## src/rtl/rv_pipe_pkg.sv

```systemverilog
// Shared types and constants for the RV32I pipeline control blocks.
// The source-register match rule is kept here so every hazard term uses the same definition.
package rv_pipe_pkg;

    typedef enum logic {
        RUN   = 1'b0,
        MWAIT = 1'b1
    } mstate_t;

    localparam logic [31:0] NOP      = 32'h0000_0013;
    localparam logic [4:0]  REG_ZERO = 5'd0;

    // x0 never carries a dependence, and only operands the ID instruction actually reads count.
    function automatic logic reg_match(
        input logic [4:0] r,
        input logic [4:0] rs1,
        input logic [4:0] rs2,
        input logic       use1,
        input logic       use2
    );
        return (r != REG_ZERO) && ((use1 && (r == rs1)) || (use2 && (r == rs2)));
    endfunction

endpackage

```

## src/rtl/pipeline_hazard_ctrl_hazard_detect.sv

```systemverilog
// Combinational detection of the two load-related hazards that forwarding cannot hide.
module hazard_detect
    import rv_pipe_pkg::*;
(
    input  logic [4:0] i_id_rs1,
    input  logic [4:0] i_id_rs2,
    input  logic       i_id_use_rs1,
    input  logic       i_id_use_rs2,
    input  logic       i_id_is_branch,
    input  logic [4:0] i_ex_rd,
    input  logic       i_ex_mem_read,
    input  logic [4:0] i_mem_rd,
    input  logic       i_mem_mem_read,
    output logic       o_load_use,
    output logic       o_br_load
);

    logic w_ex_match;
    logic w_mem_match;

    assign w_ex_match  = reg_match(i_ex_rd,  i_id_rs1, i_id_rs2, i_id_use_rs1, i_id_use_rs2);
    assign w_mem_match = reg_match(i_mem_rd, i_id_rs1, i_id_rs2, i_id_use_rs1, i_id_use_rs2);

    // A branch compares in ID, and the MEM forwarding path only has the ALU result, not load data.
    assign o_load_use = i_ex_mem_read && w_ex_match;
    assign o_br_load  = i_id_is_branch && i_mem_mem_read && w_mem_match;

endmodule

```

## src/rtl/pipeline_hazard_ctrl.sv

```systemverilog
// Stall/flush controller for the 5-stage RV32I core: load hazards, data-memory waits,
// ID branch redirects (with wrong-path fetch discard) and a saturating frontend-stall counter.
module pipeline_hazard_ctrl
    import rv_pipe_pkg::*;
#(
    parameter int CNT_W = 32
) (
    input  logic             clk,
    input  logic             rst,
    input  logic [4:0]       id_rs1,
    input  logic [4:0]       id_rs2,
    input  logic             id_use_rs1,
    input  logic             id_use_rs2,
    input  logic             id_is_branch,
    input  logic             branch_taken,
    input  logic [4:0]       ex_rd,
    input  logic             ex_mem_read,
    input  logic [4:0]       mem_rd,
    input  logic             mem_mem_read,
    input  logic             dmem_req,
    input  logic             dmem_ready,
    input  logic             imem_valid,
    output logic             pc_en,
    output logic             if_id_en,
    output logic             if_id_flush,
    output logic             id_ex_flush,
    output logic             ex_mem_en,
    output logic             mem_wb_en,
    output logic [CNT_W-1:0] stall_cnt
);

    logic             w_load_use;
    logic             w_br_load;
    logic             w_hazard;
    logic             w_mem_stall;
    mstate_t          r_mstate;
    logic             r_drop_pend;
    logic [CNT_W-1:0] r_stall_cnt;

    hazard_detect u_hazard_detect (
        .i_id_rs1       (id_rs1),
        .i_id_rs2       (id_rs2),
        .i_id_use_rs1   (id_use_rs1),
        .i_id_use_rs2   (id_use_rs2),
        .i_id_is_branch (id_is_branch),
        .i_ex_rd        (ex_rd),
        .i_ex_mem_read  (ex_mem_read),
        .i_mem_rd       (mem_rd),
        .i_mem_mem_read (mem_mem_read),
        .o_load_use     (w_load_use),
        .o_br_load      (w_br_load)
    );

    assign w_hazard    = w_load_use || w_br_load;
    assign w_mem_stall = dmem_req && !dmem_ready;
    assign stall_cnt   = r_stall_cnt;

    // Priority mux: reset, memory freeze, hazard bubble, redirect, wrong-path drop, fetch bubble.
    always_comb begin
        pc_en       = 1'b1;
        if_id_en    = 1'b1;
        if_id_flush = 1'b0;
        id_ex_flush = 1'b0;
        ex_mem_en   = 1'b1;
        mem_wb_en   = 1'b1;
        if (rst) begin
            pc_en       = 1'b0;
            if_id_en    = 1'b0;
            ex_mem_en   = 1'b0;
            mem_wb_en   = 1'b0;
            if_id_flush = 1'b1;
            id_ex_flush = 1'b1;
        end else if (w_mem_stall) begin
            pc_en     = 1'b0;
            if_id_en  = 1'b0;
            ex_mem_en = 1'b0;
            mem_wb_en = 1'b0;
        end else if (w_hazard) begin
            pc_en       = 1'b0;
            if_id_en    = 1'b0;
            id_ex_flush = 1'b1;
        end else if (branch_taken) begin
            if_id_flush = 1'b1;
        end else if (r_drop_pend) begin
            pc_en       = imem_valid;
            if_id_flush = 1'b1;
        end else if (!imem_valid) begin
            pc_en       = 1'b0;
            if_id_flush = 1'b1;
        end
    end

    // A redirect without fetch data leaves the old fetch in flight; its arrival must be discarded.
    always_ff @(posedge clk) begin
        if (rst) begin
            r_mstate    <= RUN;
            r_drop_pend <= 1'b0;
            r_stall_cnt <= '0;
        end else begin
            if (r_mstate == RUN) begin
                if (w_mem_stall) r_mstate <= MWAIT;
            end else if (dmem_ready) begin
                r_mstate <= RUN;
            end
            if (!w_mem_stall && !w_hazard) begin
                if (branch_taken) r_drop_pend <= !imem_valid;
                else if (r_drop_pend && imem_valid) r_drop_pend <= 1'b0;
            end
            if (!pc_en && (r_stall_cnt != {CNT_W{1'b1}}))
                r_stall_cnt <= r_stall_cnt + CNT_W'(1);
        end
    end

endmodule

```

## config.mk

```make
export PLATFORM = sky130hd
export DESIGN_NAME = pipeline_hazard_ctrl
export DESIGN_NICKNAME = d
export VERILOG_FILES = /design/src/rtl/rv_pipe_pkg.sv /design/src/rtl/pipeline_hazard_ctrl_hazard_detect.sv /design/src/rtl/pipeline_hazard_ctrl.sv
export SDC_FILE = /design/constraint.sdc
export NUM_CORES = 1
export LEC_CHECK = 0
export ABC_CLOCK_PERIOD_IN_PS = 1900
export CAP_MARGIN = 20
export CELL_PAD_IN_SITES_DETAIL_PLACEMENT = 1
export CELL_PAD_IN_SITES_GLOBAL_PLACEMENT = 2
export CORE_ASPECT_RATIO = 0.6
export CORE_MARGIN = 3
export CORE_UTILIZATION = 32
export DETAILED_ROUTE_END_ITERATION = 10
export DONT_BUFFER_PORTS = 1
export MAX_ROUTING_LAYER = met4
export PLACE_DENSITY_LB_ADDON = 0.2
export SYNTH_ARGS = -nofsm -noshare
export SYNTH_HDL_FRONTEND = slang
export SYNTH_SLANG_ARGS = --single-unit
export TNS_END_PERCENT = 30
```

## constraint.sdc

```tcl
create_clock -name clk -period 1.9 [get_ports clk]
set_input_delay 0.285 -clock clk [delete_from_list [all_inputs] [get_ports clk]]
set_output_delay 0.285 -clock clk [all_outputs]
set_load 0.05 [all_outputs]
```

# Word-level counts from Yosys, hierarchy flattened
# Cells that the tools add are included.
# word_totals
inputBits,31
output_inout_bits,38
register_bits,33
word_cells,55
# op_classes
muxes,22
eq_ne,5
n_reduce_logical,25
addsub,1
# ops
operator,count
32-bit by 1-bit adder with 32-bit output (second input constant),1
32-bit != test (second input constant),1
1-bit 2-to-1 mux,22
5-bit == test,4
1-bit logical AND,13
5-bit nonzero test,2
1-bit zero test,5
1-bit logical OR,3
2-bit AND reduction,1
2-bit nonzero test,1

# Logic depth before layout (Yosys ltp)
# Gate-level depths: netlist of the first run.
# depth
ltp_word,11
depth_mapped,9

# Hierarchy
# Synthesis of the first run repeated with hierarchy kept, for this count alone.
# unflattened
cells_unflattened,255
hier_area_um2,2090.8
# by_module_without_submodules
module,area_each_um2,seq_area_each_um2,cells_each,n_inst
pipeline_hazard_ctrl,1824.2,660.6,221,1
hazard_detect,266.5,0.0,34,1

# Least setup slack after synthesis of the first run
# OpenSTA, ideal clock, no wires.
# synth_timing
kind,input-to-reg
start,in dmem_req
end,reg r_stall_cnt[28] (netlist: stall_cnt[28])
slack_ps,-838
setup_ps,121
t_arrival_ps,2617
n_path_buf,0
cell_stages,6
required_ps,1779
path_cell_list,nor2b_1 nor2_1 o21ai_0 nor2_2 nor4b_1 mux2_2
# synth_via
elab_chain_cells,5
# synth_rtl
element,line_no,rtl
"start, declared",pipeline_hazard_ctrl.sv:20,"input logic dmem_req,"
1-bit logical AND,pipeline_hazard_ctrl.sv:55,assign w_mem_stall = dmem_req && !dmem_ready;
1-bit 2-to-1 mux,pipeline_hazard_ctrl.sv:73,end else if (w_mem_stall) begin
1-bit 2-to-1 mux,pipeline_hazard_ctrl.sv:66,if (rst) begin
via pc_en,pipeline_hazard_ctrl.sv:23,"output logic pc_en,"
1-bit zero test,pipeline_hazard_ctrl.sv:109,if (!pc_en && (r_stall_cnt != {CNT_W{1'b1}}))
1-bit logical AND,pipeline_hazard_ctrl.sv:109,
"end signal, assigned",pipeline_hazard_ctrl.sv:110,r_stall_cnt <= r_stall_cnt + CNT_W'(1);
"end, declared",pipeline_hazard_ctrl.sv:38,logic [CNT_W-1:0] r_stall_cnt;
# The timed path passes the listed nets, and every way through them passes these cells.
# A chain may end at the register's enable or synchronous reset.

# Final worst setup path of the first run
# layout_timing
start,reg r_stall_cnt[0] (netlist: stall_cnt[0])
end,reg r_stall_cnt[8] (netlist: stall_cnt[8])
# layout_via
elab_chain_cells,2
elab_cells_between_ends,3
# layout_rtl
element
branches (longest 2 deep; another with 32-bit by 1-bit adder with 32-bit output)
# Several ways; the timed one is not identified.

==> results of run 1 <==
-- metrics by stage --
stage | hold WS (ns) | setup slack [ns] | TNS, ns | instance area, µm²
finish | 0.0479 | -0.101 | -0.999 | 3130
global route | 0.0352 | -0.204 | -2.85 | 3130
CTS | 0.0413 | -0.0944 | -0.320 | 2960
detailed placement | 0.352 | -0.282 | -5.35 | 2780
global placement | 0.351 | -0.250 | -4.23 | 2780
floorplan | 0.382 | -0.141 | -1.36 | 2200
-- timing repair --
item / in CTS / in global routing
gates resized for setup: 14 / 31
setup buffers: 3 / 3
pin swaps: 6 / 17
setup endpoints to repair: 27 / 34
-- critical path: cells and delay by family (launching register included) --
| kind | cells | cell delay [ns] |
|---|---|---|
| compound gates | 2 | 0.24 |
| fa+ha+maj | 1 | 0.15 |
| buf+inv | 2 | 0.34 |
| flops | 1 | 0.35 |
| simple gates | 5 | 0.84 |
-- per-layer routing --
| metal | GRT usage (%) | share of wire, % | up-vias |
|---|---|---|---|
| met2 | 28.5 | 44 | 62 |
| li1 | - | - | 1046 |
| met5 | - | 0 | - |
| met3 | 4.90 | 6.9 | 10 |
| met1 | 27.1 | 48 | 1051 |
| met4 | 6.53 | 1.2 | 0 |
-- state kept, by name, summed over array words and instances (netlist names) --
name and cells:
r_drop_pend 1, stall_cnt 32
-- worst max-delay path by stage --
stage / cells after the start / from / end
after floorplan: 6 / mem_rd[1] / stall_cnt[28]
after global placement: 7 / mem_rd[1] / stall_cnt[17]
after detailed placement: 7 / mem_rd[1] / stall_cnt[17]
after CTS: 6 / mem_rd[1] / if_id_en
after global routing: 10 / stall_cnt[0] / stall_cnt[8]
final: 10 / stall_cnt[0] / stall_cnt[8]
-- report_power, final --
part | leakage [nW] | internal [mW] | switching [mW]
logic | 0.905 | 0.121 | 0.157
clock network | 0.0528 | 0.387 | 0.278
registers | 0.288 | 0.679 | 0.00729
-- cells by family (layout without fill, tap and decap cells) --
group                      after synthesis  in the layout  share of synthesized area (%)
DFF                                     33             33                           32.3
xor gates and xnor gates                23             23                           9.84
adders and majority gates                1              1                          0.611
AOI/OAI and AO/OA                       46             46                           14.3
buffers and inverters                   12             85                           2.87
muxes                                   14             14                           7.82
and+or+nand+nor                        120            120                           32.3
-- cell usage after synthesis, types with 2 or more instances --
library cell   n  share of area [%]
xnor2_1       22                9.4
a21o_1         3                1.1
nand4_1       15                4.6
nor2b_1       14                4.3
and4_1         3                1.3
and3_1         6                1.8
clkbuf_1       5               0.92
nor2_2         3               0.92
and2_1         5                1.5
o21ai_0        9                2.2
inv_1          3               0.55
nand2_1       14                2.6
buf_2          2               0.49
dfxtp_1       33                 32
nor2_1        26                4.8
nor3_1         4               0.98
o31ai_1        3                1.1
or4_1          4                1.5
mux2_2        12                6.6
a21oi_1       18                4.4
a31o_2         2               0.86
nand3_1       10                2.4
o22ai_1        2               0.61
or3_1          7                2.1
nand2b_1       2               0.61
-- area by class of cell --
cell class              instances  area (µm²)
flip-flops and latches         33         746
fillers                       690        2730
multi-input cells             204        1570
inverters                       3        11.3
clock inverters                 2        33.8
repair buffers                 74         598
clock buffers                   6        72.6
well taps                      80         100
==> qor.txt, run 1 <==
area added between synthesis and finish - 52.9%
Max-Cap Viols - 0
full die area - 7420 µm²
Final #Nets - 353
Ports - 69
Starting Density - 34.9%
Synth Warn # - 0
leakage power - 1.25 nW
most frequent cells in the layout - buf_4 (65), nor2_1 (22), xnor2_1 (22)
critical-path cell list - ha_4, and2_4, nand4_1, nor4_4, buf_4, nor2_2, o21ai_1, buf_4, or3_1, a21oi_1
row cnt - 21
Yosys cell types - 47
crit path DAT - 2.22 ns
largest net degree at the start of global routing - 53
RR Startpoint - stall_cnt[0]
total vias in the final route - 2169
commonest non-fill, non-tap cell in the layout - buf_4
final core utilization - 53.4%
status - finished, violations left
CTS tree - done
worst r2r path cells - 10
Post-Syn Area - 2050 µm²
Crit. End Element - flip-flop
worst vdd ir - 0.000286 V
clock skew - 0.00627 ns
Cells after Synth - 249
Clock Sinks - 33
die width - 109 µm
Total GRT Usage - 19.8%
RD Place Congestion - 0.765
Worst slew margin - 30.2%
Seq/Total Area, Yosys - 32.3%
Via density - 5.40
Max FO, Critical Path - 4
WL/cell - 19.0 µm
Hold Path End - stall_cnt[6]
EDFF count, synth - 0
port buffer count - 0
post-route insts no fill - 402
Worst R2R End - stall_cnt[8]
Worst Hold Launch - rst
first-pass GRT wire length - 10900 µm
CP Launch Type - flip-flop
part of the cycle the worst path needs - 105%
# diodes - 0
post-route setup slack - -0.101 ns
min Tclk post-route - 2.00 ns
Critical Path RT - 2.12 ns
placed insts - 388
R2R setup slack - -0.10 ns
pwr dens - 521 nW/µm²
DP HPWL - 5380 µm
Peak Freq - 0.500 GHz
Root Buffer - clkbuf_8
clk_lat worst skew - 0.29 ns
Die Y - 68.0 µm
Total Power - 1.63 mW
Num CTS Buffers - 5
Detailed Route WL - 7650 µm
RSZ-0062 raised after global routing - yes
failing checks - negative setup slack
CTS clk-pin slew, worst paths - 0.07 ns
Worst path slowest cell - dfxtp_4
setup violators final - 19
Post-DRT Antenna Nets - 0
Setup CP Type - reg -> reg
Worst Max-Slew Pin Slew - 1.04 ns
Hold Vio Cnt, Final - 0
Synth Net Count - 281
Post-Syn Area per Cell - 8.22 µm²
DRT iter0 DRCs - 101
ys flop type - dfxtp_1
hold-fix buffers at CTS - 0
CP most frequent cell - buf_4
HP Class - in -> reg
H-tree depth - 2
share of layout cells above drive strength 1 - 51.2%
max-slew violations - 0
number of global-route vias before repair - 2126
Largest stage delay, worst path - 0.35 ns
Max Root-Sink Buffers - 2
residual DRC count - 0
initial antenna violation count - 0
First-pass DRT Iterations - 4
hold depth - 1
ys async rst share - 0%
FF+latch count, synth - 33
core area - 5860 µm²
grt ovf - 0
Note: power is estimated with default switching activity, not from simulation.
==> run 2, diff against run 1 <==
--- a/config.mk
+++ b/config.mk
@@ -5,13 +5,13 @@
 export SDC_FILE = /design/constraint.sdc
 export NUM_CORES = 1
 export LEC_CHECK = 0
-export ABC_CLOCK_PERIOD_IN_PS = 1900
+export ABC_CLOCK_PERIOD_IN_PS = 2400
 export CAP_MARGIN = 20
 export CELL_PAD_IN_SITES_DETAIL_PLACEMENT = 1
 export CELL_PAD_IN_SITES_GLOBAL_PLACEMENT = 2
-export CORE_ASPECT_RATIO = 0.6
+export CORE_ASPECT_RATIO = 1.25
 export CORE_MARGIN = 3
-export CORE_UTILIZATION = 32
+export CORE_UTILIZATION = 38
 export DETAILED_ROUTE_END_ITERATION = 10
 export DONT_BUFFER_PORTS = 1
 export MAX_ROUTING_LAYER = met4
@@ -19,4 +19,4 @@
 export SYNTH_ARGS = -nofsm -noshare
 export SYNTH_HDL_FRONTEND = slang
 export SYNTH_SLANG_ARGS = --single-unit
-export TNS_END_PERCENT = 30
+export TNS_END_PERCENT = 5
==> constraint.sdc (replaced) <==
create_clock -name clk -period 2.4 [get_ports clk]
set_input_delay 0.36 -clock clk [delete_from_list [all_inputs] [get_ports clk]]
set_output_delay 0.36 -clock clk [all_outputs]
set_load 0.05 [all_outputs]
==> qor.txt, run 2 (synthesized netlist as in run 1, its figures left out) <==
Final #Nets - 323 (was 353)
First-pass DRT Iterations - 4 (unchanged)
residual DRC count - 0 (unchanged)
hold-fix buffers at CTS - 0 (unchanged)
CP Launch Type - input pin (was flip-flop)
setup violators final - 0 (was 19)
Worst Hold Launch - rst (unchanged)
hold depth - 1 (unchanged)
Crit. End Element - output port (was flip-flop)
largest net degree at the start of global routing - 53 (unchanged)
worst vdd ir - 0.000325 V (was 0.000286 V)
Post-DRT Antenna Nets - 0 (unchanged)
HP Class - in -> reg (unchanged)
DRT iter0 DRCs - 43 (was 101)
placed insts - 346 (was 388)
CTS clk-pin slew, worst paths - 0.07 ns (about the same)
dpl ws - -0.153 ns (was -0.282 ns)
RD Place Congestion - 0.788 (was 0.765)
commonest non-fill, non-tap cell in the layout - buf_4 (unchanged)
post-route insts no fill - 353 (was 402)
Starting Density - 39.7% (was 34.9%)
Resized Gates After CTS - 2 (was 14)
most frequent cells in the layout - buf_4 (42), dfxtp_1 (33), nor2_1 (25) (was buf_4 (65), nor2_1 (22), xnor2_1 (22))
Largest register FFs - 32 (unchanged)
Max FO, Critical Path - 6 (was 4)
Total Power - 1.17 mW (was 1.63 mW)
Peak Freq - 0.435 GHz
Via density - 5.69 (was 5.40)
clock skew - 0.00374 ns (was 0.00627 ns)
crit path DAT - 1.94 ns (was 2.22 ns)
Clock Sinks - 33 (unchanged)
total vias in the final route - 2008 (was 2169)
critical-path cell list - or3_1, o311a_1, a32o_2, nor2_1, a21o_1, buf_12 (was ha_4, and2_4, nand4_1, nor4_4, buf_4, nor2_2, o21ai_1, buf_4, or3_1, a21oi_1)
WL/cell - 17.0 µm (was 19.0 µm)
post-route setup slack - 0.0990 ns (was -0.101 ns)
grt ovf - 0 (unchanged)
final core utilization - 49.4% (was 53.4%)
CTS tree - done (unchanged)
Worst path slowest cell - or3_1 (was dfxtp_4)
part of the cycle the worst path needs - 95.9%
die width - 71.6 µm (was 109 µm)
Worst Max-Slew Pin Slew - 0.640 ns (was 1.04 ns)
Critical Path RT - 2.04 ns (was 2.12 ns)
RSZ-0062 raised after global routing - no (was yes)
min Tclk post-route - 2.30 ns
FILL cells - 618 (was 690)
initial antenna violation count - 0 (unchanged)
Max Root-Sink Buffers - 2 (unchanged)
Detailed Route WL - 6000 µm (was 7650 µm)
port buffer count - 0 (unchanged)
max-slew violations - 0 (unchanged)
Total GRT Usage - 20.5% (was 19.8%)
area added between synthesis and finish - 24.3% (was 52.9%)
Num CTS Buffers - 5 (unchanged)
Die Y - 88.1 µm (was 68.0 µm)
Worst slew margin - 57.3% (was 30.2%)
Hold Path End - stall_cnt[6] (unchanged)
status - finished, final reports clean (was finished, violations left)
Setup Buffers After CTS - 0 (was 3)
row cnt - 29 (was 21)
clk_lat worst skew - 0.28 ns (was 0.29 ns)
worst r2r path cells - 6 (was 10)
first-pass GRT wire length - 9830 µm (was 10900 µm)
number of global-route vias before repair - 2150 (was 2126)
full die area - 6310 µm² (was 7420 µm²)
RR Startpoint - stall_cnt[14] (was stall_cnt[0])
leakage power - 0.976 nW (was 1.25 nW)
DP HPWL - 4610 µm (was 5380 µm)
# diodes - 0 (unchanged)
Worst R2R End - stall_cnt[29] (was stall_cnt[8])
R2R setup slack - 0.15 ns (was -0.10 ns)
Root Buffer - clkbuf_8 (unchanged)
Ports - 69 (unchanged)
Hold Vio Cnt, Final - 0 (unchanged)
Largest stage delay, worst path - 0.38 ns (was 0.35 ns)
pwr dens - 461 nW/µm² (was 521 nW/µm²)
core area - 5150 µm² (was 5860 µm²)
H-tree depth - 2 (unchanged)
Setup CP Type - in -> out (was reg -> reg)
Max-Cap Viols - 0 (unchanged)
share of layout cells above drive strength 1 - 26.8% (was 51.2%)
==> run 2: cell types whose count changed in the layout (fill, tap and decap cells not counted), moves of 3 or more <==
cell and delta:
a21oi_1 +4, nand3_2 -4, nor2_4 -3, mux2_4 -11, a21oi_2 -5, buf_4 -23, buf_6 -8, nor2_1 +3
dfxtp_4 -18, mux2_2 +11, dfxtp_1 +32, nand3_1 +4, dfxtp_2 -14
==> run 2: worst max path at each step <==
stage,from,end,depth (start not counted)
after global placement,ex_rd[0],stall_cnt[11],7
after CTS,mem_rd[1],if_id_flush,6
after floorplan,dmem_req,stall_cnt[28],6
after global routing,mem_rd[1],if_id_flush,6
after detailed placement,ex_rd[0],stall_cnt[29],7
final,mem_rd[1],if_id_flush,6
==> run 2: stage by stage <==
stage	hold WS, ns	instance area (µm²)	setup TNS, ns
floorplan	0.457	2050	-0.293
global placement	0.436	2440	-0.479
detailed placement	0.438	2440	-1.49
CTS	0.129	2540	0
global route	0.123	2540	0
finish	0.135	2540	0
==> run 2: layout make-up <==
| class | count | area [µm²] | share of cell area (%) |
|---|---|---|---|
| Tap cell | 62 | 77.6 | 3.05 |
| Inverter | 3 | 11.3 | 0.443 |
| Sequential cell | 33 | 661 | 26.0 |
| Timing Repair Buffer | 44 | 355 | 14.0 |
| Clock buffer | 7 | 86.3 | 3.39 |
| Multi-Input combinational cell | 204 | 1350 | 53.2 |
==> run 2: routing by layer <==
layer | part of all wire [%] | up-vias | global-route usage [%] | routed length (µm)
li1 | - | 987 | - | -
met1 | 39 | 967 | 21.2 | 2360
met2 | 53 | 47 | 37.0 | 3200
met3 | 6.3 | 7 | 5.86 | 376
met4 | 1.2 | 0 | 6.50 | 70
met5 | 0 | - | - | 0
==> run 2: power by group <==
group	switching [mW]	leakage, nW	internal [mW]
Combinational	0.111	0.665	0.0744
Clock	0.201	0.0443	0.228
Sequential	0.00396	0.266	0.555
==> run 2: critical path: cells and delay by family <==
| kind | cells | cell delay, ns |
|---|---|---|
| compound gates | 3 | 0.84 |
| buf+inv | 1 | 0.15 |
| simple gates | 2 | 0.59 |
